--- config.mk ---
export PLATFORM = sky130hd
export DESIGN_NAME = noc_credit_rx_buffer
export DESIGN_NICKNAME = d
export VERILOG_FILES = /design/src/rtl/noc_pkg.sv /design/src/rtl/noc_rx_fifo.sv /design/src/rtl/noc_credit_rx_buffer.sv
export SDC_FILE = /design/constraint.sdc
export NUM_CORES = 1
export LEC_CHECK = 0
export CAP_MARGIN = 0
export CORE_MARGIN = 5
export CORE_UTILIZATION = 48
export DETAILED_ROUTE_END_ITERATION = 16
export PLACE_DENSITY = 0.75
export SLEW_MARGIN = 10
export SYNTH_ARGS = -nofsm -noshare
export SYNTH_HDL_FRONTEND = slang
export SYNTH_SLANG_ARGS = --single-unit
--- constraint.sdc ---
create_clock -name clk -period 2.4 [get_ports clk]
set_clock_uncertainty 0.15 [all_clocks]
set_input_delay 0.36 -clock clk [delete_from_list [all_inputs] [get_ports clk]]
set_output_delay 0.36 -clock clk [all_outputs]
set_load 0.02 [all_outputs]
--- src/rtl/noc_pkg.sv ---
// Shared NoC link types and defaults; the sender-side credit counter uses the same
// NOC_BUF_DEPTH as its initial credit count so credits always match receive storage.
package noc_pkg;

  localparam int NOC_FLIT_W    = 32;
  localparam int NOC_BUF_DEPTH = 4;

  typedef logic [NOC_FLIT_W-1:0] flit_t;

  // True when depth is a power of two, which lets pointers wrap by natural overflow.
  function automatic bit depth_is_pow2(input int depth);
    return (depth >= 2) && ((depth & (depth - 1)) == 0);
  endfunction

endpackage

--- src/rtl/noc_rx_fifo.sv ---
// Receive flit storage: first-word fall-through FIFO, write visible one cycle after push.
// No internal backpressure; caller qualifies push, and pop on empty or push on full without pop is ignored.
module noc_rx_fifo
  import noc_pkg::*;
#(
  parameter int  FLIT_W    = NOC_FLIT_W,
  parameter int  BUF_DEPTH = NOC_BUF_DEPTH,
  localparam int CNT_W     = $clog2(BUF_DEPTH + 1),
  localparam int PTR_W     = $clog2(BUF_DEPTH)
) (
  input  logic              clk,
  input  logic              rst,
  input  logic              push,
  input  logic [FLIT_W-1:0] wdata,
  input  logic              pop,
  output logic [FLIT_W-1:0] head,
  output logic [CNT_W-1:0]  count,
  output logic              full,
  output logic              empty
);

  logic [FLIT_W-1:0] mem [BUF_DEPTH];
  logic [PTR_W-1:0]  rd_ptr;
  logic [PTR_W-1:0]  wr_ptr;
  logic              do_push;
  logic              do_pop;

  assign empty = (count == '0);
  assign full  = (count == CNT_W'(BUF_DEPTH));

  // A full buffer still accepts a write when the head leaves in the same cycle.
  assign do_pop  = pop & ~empty;
  assign do_push = push & (~full | do_pop);

  assign head = mem[rd_ptr];

  // Storage is intentionally not reset; contents are only meaningful below count.
  always_ff @(posedge clk) begin
    if (do_push) begin
      mem[wr_ptr] <= wdata;
    end
  end

  always_ff @(posedge clk) begin
    if (rst) begin
      rd_ptr <= '0;
      wr_ptr <= '0;
      count  <= '0;
    end else begin
      if (do_push) begin
        wr_ptr <= wr_ptr + PTR_W'(1);
      end
      if (do_pop) begin
        rd_ptr <= rd_ptr + PTR_W'(1);
      end
      case ({do_push, do_pop})
        2'b10:   count <= count + CNT_W'(1);
        2'b01:   count <= count - CNT_W'(1);
        default: count <= count;
      endcase
    end
  end

endmodule

--- src/rtl/noc_credit_rx_buffer.sv ---
// NoC credit-link receiver: buffers flits (1-cycle latency), returns one registered credit per dequeue.
// No upstream ready (credit-guaranteed); overflow writes are dropped, flagged only when NOC_RX_ERR_EN is defined.
module noc_credit_rx_buffer
  import noc_pkg::*;
#(
  parameter int  FLIT_W    = NOC_FLIT_W,
  parameter int  BUF_DEPTH = NOC_BUF_DEPTH,
  localparam int CNT_W     = $clog2(BUF_DEPTH + 1)
) (
  input  logic              clk,
  input  logic              rst,
  input  logic              flit_valid_i,
  input  logic [FLIT_W-1:0] flit_data_i,
  output logic              flit_valid_o,
  output logic [FLIT_W-1:0] flit_data_o,
  input  logic              flit_ready_i,
  output logic              credit_o,
  output logic [CNT_W-1:0]  occupancy_o,
  output logic              overflow_err_o
);

  logic             pop;
  logic             push;
  logic             full;
  logic             empty;
  logic             credit_q;
  logic [CNT_W-1:0] count;

  assign flit_valid_o = ~empty;
  assign pop          = flit_valid_o & flit_ready_i;
  assign push         = flit_valid_i & (~full | pop);

  noc_rx_fifo #(
    .FLIT_W    (FLIT_W),
    .BUF_DEPTH (BUF_DEPTH)
  ) u_fifo (
    .clk   (clk),
    .rst   (rst),
    .push  (push),
    .wdata (flit_data_i),
    .pop   (pop),
    .head  (flit_data_o),
    .count (count),
    .full  (full),
    .empty (empty)
  );

  assign occupancy_o = count;

  // Reset dominates, so flits discarded by reset never return credits.
  always_ff @(posedge clk) begin
    if (rst) begin
      credit_q <= 1'b0;
    end else begin
      credit_q <= pop;
    end
  end

  assign credit_o = credit_q;

`ifdef NOC_RX_ERR_EN
  logic overflow;
  logic err_q;

  assign overflow = flit_valid_i & full & ~pop;

  always_ff @(posedge clk) begin
    if (rst) begin
      err_q <= 1'b0;
    end else if (overflow) begin
      err_q <= 1'b1;
    end
  end

  assign overflow_err_o = err_q;
`else
  assign overflow_err_o = 1'b0;
`endif

endmodule

# Word-level counts from Yosys, hierarchy flattened
# Memory sizes are Yosys's and may differ from the RTL's. A register that Yosys moved wholly into a read port is not among the register bits.
# Index checks and enable logic that the tools add are counted.
[word_totals] memories=1 romBits=0 latch_bits=0 ramBits=128 out_inout_bits=38 register_bits=8 input_bits=36 word_cells=27
[op_classes] order_cmp=0 mux=5 mul=0 div=0 n_shift=0 n_addsub=4 n_reduce_logical=2 eq_ne=3 n_bitwise=8
[mem_list] memory="u_fifo.mem" words=4 word_bits=32 read_ports=1 rd_ports_with_merged_regs=1 wr=1 line="noc_rx_fifo.sv:22" source="logic [FLIT_W-1:0] mem [BUF_DEPTH];"
[ops] operator="3-bit one-hot mux with 2 select lines" count=1
[ops] operator="2-bit by 1-bit adder with 2-bit output (second input constant)" count=2
[ops] operator="1-bit bitwise AND" count=4
[ops] operator="2-bit 2-to-1 mux" count=2
[ops] operator="3-bit by 1-bit adder with 3-bit output (second input constant)" count=1
[ops] operator="3-bit equality test (second input constant)" count=1
[ops] operator="3-bit logical NOT" count=1
[ops] operator="3-bit by 1-bit subtractor with 3-bit output (second input constant)" count=1
[ops] operator="2-bit by 1-bit equality test with 1-bit output (second input constant)" count=1
[ops] operator="2-bit equality test (second input constant)" count=1
[ops] operator="1-bit 2-to-1 mux" count=2
[ops] operator="1-bit inverter" count=2
[ops] operator="1-bit OR" count=2
[ops] operator="2-bit nonzero test" count=1

# Logic depth before layout (Yosys ltp)
[depth] word_depth=8 ltp_mapped=9 depth_no_buf=9

# By module
# Synthesis repeated with hierarchy kept, for this count alone.
[hier_totals] cells_unflattened=234 area_unflattened_um2=5208.7
[modules_own_cells] mod="noc_rx_fifo" area_each_um2=5141.2 cells_per_inst=226 seq_area_each_um2=4023.9 n_inst=1
[modules_own_cells] mod="noc_credit_rx_buffer" area_each_um2=67.6 cells_per_inst=8 seq_area_each_um2=20.0 n_inst=1

# Worst setup path before layout
# Ideal clock, no wire load.
[synth_path] kind="reg-to-reg" from="register u_fifo.count[2]" to="register u_fifo.count[2]" slack_ns=-0.136 path_buffers=0 arrival_time_ns=2.316 required_ns=2.180 setup_time_ns=0.070 stages_incl_launch_ff=10 cell_sequence="dfxtp_1 inv_2 o41a_4 inv_1 ha_1 inv_1 fa_1 xor2_1 or3_2 a21oi_1"
[synth_between] elab_chain_len=8
[synth_rtl] element="from (decl)" line="noc_rx_fifo.sv:17" source="output logic [CNT_W-1:0] count,"
[synth_rtl] element="from (signal assigned)" line="noc_rx_fifo.sv:57" source="2'b10: count <= count + CNT_W'(1);"
[synth_rtl] element="from (signal assigned)" line="noc_rx_fifo.sv:58" source="2'b01: count <= count - CNT_W'(1);"
[synth_rtl] element="from (signal assigned)" line="noc_rx_fifo.sv:59" source="default: count <= count;"
[synth_rtl] element="3-bit logical NOT" line="noc_rx_fifo.sv:28" source="assign empty = (count == '0);"
[synth_rtl] element="1-bit inverter" line="noc_rx_fifo.sv:32, noc_credit_rx_buffer.sv:29"
[synth_rtl] element="1-bit bitwise AND" line="noc_credit_rx_buffer.sv:30" source="assign pop = flit_valid_o & flit_ready_i;"
[synth_rtl] element="1-bit OR / 1-bit bitwise AND (equally long branches)" line="noc_credit_rx_buffer.sv:31, noc_rx_fifo.sv:32"
[synth_rtl] element="1-bit bitwise AND / 1-bit OR (equally long branches)" line="noc_credit_rx_buffer.sv:31, noc_rx_fifo.sv:33"
[synth_rtl] element="1-bit bitwise AND" line="noc_rx_fifo.sv:33" source="assign do_push = push & (~full | do_pop);"
[synth_rtl] element="2-bit by 1-bit equality test with 1-bit output / 2-bit equality test (equally long branches)" line="noc_rx_fifo.sv:56" source="case ({do_push, do_pop})"
[synth_rtl] element="3-bit one-hot mux with 2 select lines / 2-bit nonzero test (equally long branches)"
# Several ways; a longest one is shown, not always the timed one.
# A chain may end at the register's enable or synchronous reset.

==> summary.md <==
| Metric | Value |
|---|---|
| I/O Pins | 74 |
| First-pass GRT wire length | 14.5 mm |
| Post-DP HPWL | 5.51 mm |
| Power Density | 1040 nW/µm² |
| Clock slew at the register clock pins of the worst setup and hold paths | 60 ps |
| Via count | 2450 |
| Worst skew pair latency | 500 ps |
| Fin crit share | 100% |
| Fin Setup TNS | 0 ps |
| WS Path Type | flop to output port |
| TritonCTS Buffers | 17 |
| Multi-input gate area | 1020 µm² |
| # DRC | 0 |
| Clock buffer depth | 2 |
| Sequential share of power | 41.8% |
| RSZ-0062 raised after global routing | yes |
| Period minus WS final | 2400 ps |
| Leakage power | 2.29 nW |
| Root Buffer Master | clkbuf_8 |
| Arrival time at the worst endpoint | 1890 ps |
| CP endpoint kind | output port |
| Drt via density | 5.16 |
| Leading area contributor after synthesis | edfxtp_1 |
| FMAX | 417 MHz |
| Port Buffers | 72 |
| Gpl congestion | 0.742 |
| Starting Density | 49.5% |
| Clock group share of total power | 33.6% |
| Synth top area share | 74.9% |
| Hold Path Class | input pin to flop |
| Diode count | 0 |
| Die Y-Extent | 113 µm |
| Gate Count Post-Synth | 223 |
| Avg Inst Size Synth | 23.0 µm² |
| Post-route ant nets | 0 |
| Share of cells above drive strength 1 | 38.6% |
| Instance area at placement | 6260 µm² |
| Sequential cell area | 4060 µm² |
| Status | finished, final reports clean |
| Max Cap Viol | 0 |
| Layout net count | 368 |
| CP Data Required Time | 1890 ps |
| Largest net degree at the start of global routing | 20 |
| Sw Pwr | 0.00191 W |
| Die width | 113 µm |
| Design area | 6740 µm² |
| Number of fill cells | 709 |
| Number of DRC markers in iteration 0 | 146 |
| GR Util All Layers | 15.2% |
| Drt total wl | 9.11 mm |
| Sw frac | 27.2% |
| CTS tree | done |
| Top post-synthesis cells by area | edfxtp_1, mux4_2, dfxtp_1 |
| Die ar. | 12900 µm² |
| Crit-path max FO | 9 |
| Syn_nets | 265 |
| Gr ovfl total | 0 |
| CTS HTree Levels | 4 |
| First-pass iteration count of the detailed router | 4 |
| Startpoint Class | flop |
| Final Hold Vio Count | 0 |
| CTS Hold Bufs | 0 |
| Rows | 37 |
| P&R area growth vs syn | 31.3% |
| Clk sinks | 138 |
| Post-synth cell types | 25 |
| Peak supply drop | 0.789 mV |
| Register area share after synthesis | 78.8% |
| Synthesized area | 5130 µm² |
| Synth warnings | 0 |
| Final Setup Violations | 0 |
| Power Internal | 0.00512 W |
| Yosys reg bits | 138 |
| Max-slew violation count | 0 |
| Vias in the first global route | 2659 |
| Post-DR wirelength/cell | 19.2 µm |
| Antenna violations before repair | 0 |
| Combinational share of power | 24.6% |
| Core area | 10400 µm² |
## final timing paths
kind | end | cells after the start | slack (ps) | start
worst min register to register | u_fifo.wr_ptr[1]$_SDFFE_PP0P_ | 2 | 370 | u_fifo.wr_ptr[1]$_SDFFE_PP0P_
worst min-delay path | u_fifo.mem[2][16]$_DFFE_PP_ | 1 | 340 | flit_data_i[16]
worst max-delay path | flit_data_o[29] | 3 | 0.8 | flop
worst max register to register | u_fifo.count[2]$_SDFFE_PP0P_ | 9 | 100 | u_fifo.count[2]$_SDFFE_PP0P_
## Yosys cell counts
cell type    n
edfxtp_1   128
mux4_2      32
dfxtp_1     10
nor2_1       9
inv_1        7
ha_1         5
and2_2       4
buf_4        4
xor2_1       4
buf_1        3
a21oi_1      2
nand2b_1     2
buf_2        1
clkbuf_1     1
conb_1       1
fa_1         1
inv_2        1
mux2_4       1
mux2i_1      1
nand3_1      1
o21ai_0      1
o311ai_0     1
o31ai_1      1
o41a_4       1
or3_2        1
## area by class of cell
type	count	area share [%]
clock inverter	14	2.02
sequential	138	60.2
multi-input combinational	68	15.2
timing repair buffer	93	13.4
clock buffer	18	6.20
tap	136	2.53
inverter	8	0.446
## metal layers
metal	global-route usage, %	wire [µm]	vias to the layer above	part of all wire [%]
met2	26.0	4700	77	52
met3	5.41	580	6	6.4
li1	-	-	1119	-
met5	0	0	-	0
met4	4.09	44	0	0.48
met1	18.4	3790	1248	42
## cell usage in the layout (no fill, tap or decap), types with 2 or more instances in the layout
cell	Yosys	layout
edfxtp_1	128	128
clkdlybuf4s50_1	0	40
mux4_2	32	32
buf_2	1	31
clkbuf_16	0	16
buf_12	0	11
nor2_1	9	9
buf_4	4	8
inv_1	7	7
inv_6	0	5
dfxtp_1	10	5
and2_2	4	4
xor2_1	4	4
ha_1	5	4
clkinvlp_4	0	4
dfxtp_2	0	3
nand2b_1	2	2
dfxtp_4	0	2
clkinv_4	0	2
bufbuf_16	0	2
## registers in the layout (all words and copies together) (netlist names), named ones only
signal / count
u_fifo.count: 3
u_fifo.rd_ptr: 2
u_fifo.wr_ptr: 2
credit_o: 1
u_fifo.mem: 128
## power groups by stage
stage | clock [W] | combinational, W | sequential [W]
2_1_floorplan | 0 | 0.00100 | 0.00298
3_3_place_gp | 0 | 0.00181 | 0.00297
3_5_place_dp | 0 | 0.00182 | 0.00298
4_1_cts | 0.00241 | 0.00178 | 0.00295
5_1_grt | 0.00254 | 0.00187 | 0.00296
6_report | 0.00236 | 0.00173 | 0.00294
## logic make-up (layout without fill, tap and decap cells)
group	count (synthesis)	in the layout	share of synthesized area (%)
DFF	138	138	78.8
muxes	34	34	14.5
and+or+nand+nor	17	17	1.73
buffers and inverters	17	133	1.56
adders and majority gates	6	6	1.61
AOI/OAI and AO/OA	6	6	1.02
xor gates and xnor gates	4	4	0.683
other	1	1	0.0731
## per-stage QoR
stage                     setup slack, ps  util (%)  hold WS [ps]  power [W]  cells
after floorplan                      25.5         -           309    0.00398    223
after global placement               -398      60.4           353    0.00478    440
after detailed placement             -449      60.4           367    0.00481    440
after CTS                           -36.5      65.2           305    0.00714    474
after global routing                -87.2      65.0           317    0.00737    475
final                               0.768      65.0           337    0.00704    475
## critical path, stage by stage, from the launching register on
cell and delay [ps]:
dfxtp_4 400, bufbuf_16 300, mux4_2 510, buf_2 180
## timing repair
item,CTS,global route
endpoints found under the hold margin,0,0
resized for setup,121,9
setup endpoints to repair,32,23
cloned,2,0
buffers inserted,0,1
(Power assumes the default switching activity.)
==> RTL edit (same flow settings) <==
The output `credit_o` loses its register stage (`credit_q` becomes a continuous assignment).
--- a/src/rtl/noc_credit_rx_buffer.sv
+++ b/src/rtl/noc_credit_rx_buffer.sv
@@ -48,13 +48,7 @@
   assign occupancy_o = count;
 
   // Reset dominates, so flits discarded by reset never return credits.
-  always_ff @(posedge clk) begin
-    if (rst) begin
-      credit_q <= 1'b0;
-    end else begin
-      credit_q <= pop;
-    end
-  end
+  assign credit_q = pop;
 
   assign credit_o = credit_q;
 
Behaviour: not the same (Yosys sat finds a counterexample within 4 cycles, from zero or initial values and one cycle with rst high).
==> RTL edit against the unedited design <==
  * Sequential cell count is 1 lower
  * Register-to-register slack better by 60 ps
  * Final area up 0.58%
  * First-iteration DRC count increased by 8.2%
  * Synthesized cell count decreased by 0.90%
  * Area after synthesis shrank 0.34%
  * Worst setup slack about the same
  * Routed wire length increased by 5.2%
  * Cell count is the same
  * Power up 2.4%
  * Critical path depth unchanged
  * Critical path type unchanged
  * Critical endpoint is now flit_data_o[28]
  * Largest cell class unchanged
==> RTL edit: results <==
export IMPL_totalWireLength_mm=9.58
export IMPL_vias=2482
export IMPL_num_clock_buffers=19
export IMPL_drtIter0Drc=158
export IMPL_track_usage_pct=16.6
export IMPL_synth_area_leaders="edfxtp_1 75%, mux4_2 14%, dfxtp_1 3.5%"
export IMPL_pre_cts_slack_ps=-448
export IMPL_dp_hpwl_mm=5.31
export IMPL_grt_max_degree=27
export IMPL_hold_start="flit_data_i[6]"
export IMPL_nFillCells=707
export IMPL_status="finished clean"
export IMPL_synth_mux_area_fraction_pct=14.6
export IMPL_route_met2_wl_mm=5.26
export IMPL_gp_congestion=0.730
export IMPL_final_clk_cell_share_pct=8.16
export IMPL_synth_nets=263
export IMPL_cp_max_fo=6
export IMPL_nets=370
export IMPL_synth_seq_area_share_pct=78.7
export IMPL_cellLeakagePower_uw=0.00230
export IMPL_buffer_area_share_pct=14.2
export IMPL_synth_xor_area_share_pct=0.685
export IMPL_switchingPower_uw=1850
export IMPL_comb_power_uw=1880
export IMPL_ctsResizeCount=132
export IMPL_r2r_setup_slack_ps=160
export IMPL_met1_usage_pct=19.3
[RTL edit: stage by stage]
| stage | TNS (ps) | util [%] | hold WS [ps] | power [µW] | instances |
|---|---|---|---|---|---|
| global placement | -529 | 59.7 | 352 | 4760 | 438 |
| global route | -896 | 65.3 | 317 | 7550 | 475 |
| finish | 0 | 65.3 | 335 | 7210 | 475 |
| CTS | -331 | 64.5 | 305 | 7180 | 471 |
| floorplan | 0 | - | 309 | 3970 | 221 |
| detailed placement | -612 | 59.7 | 362 | 4780 | 438 |
[RTL edit: worst max-delay path by stage]
stage,start,to,slack (ps),depth (start not counted)
after CTS,flop,flit_data_o[15],-60,3
after global placement,flit_ready_i,u_fifo.count[2],-400,9
final,flop,flit_data_o[28],0.3,3
after global routing,flop,flit_data_o[28],-80,3
after detailed placement,flit_ready_i,u_fifo.count[2],-450,9
after floorplan,u_fifo.count[2],u_fifo.count[2],20,9
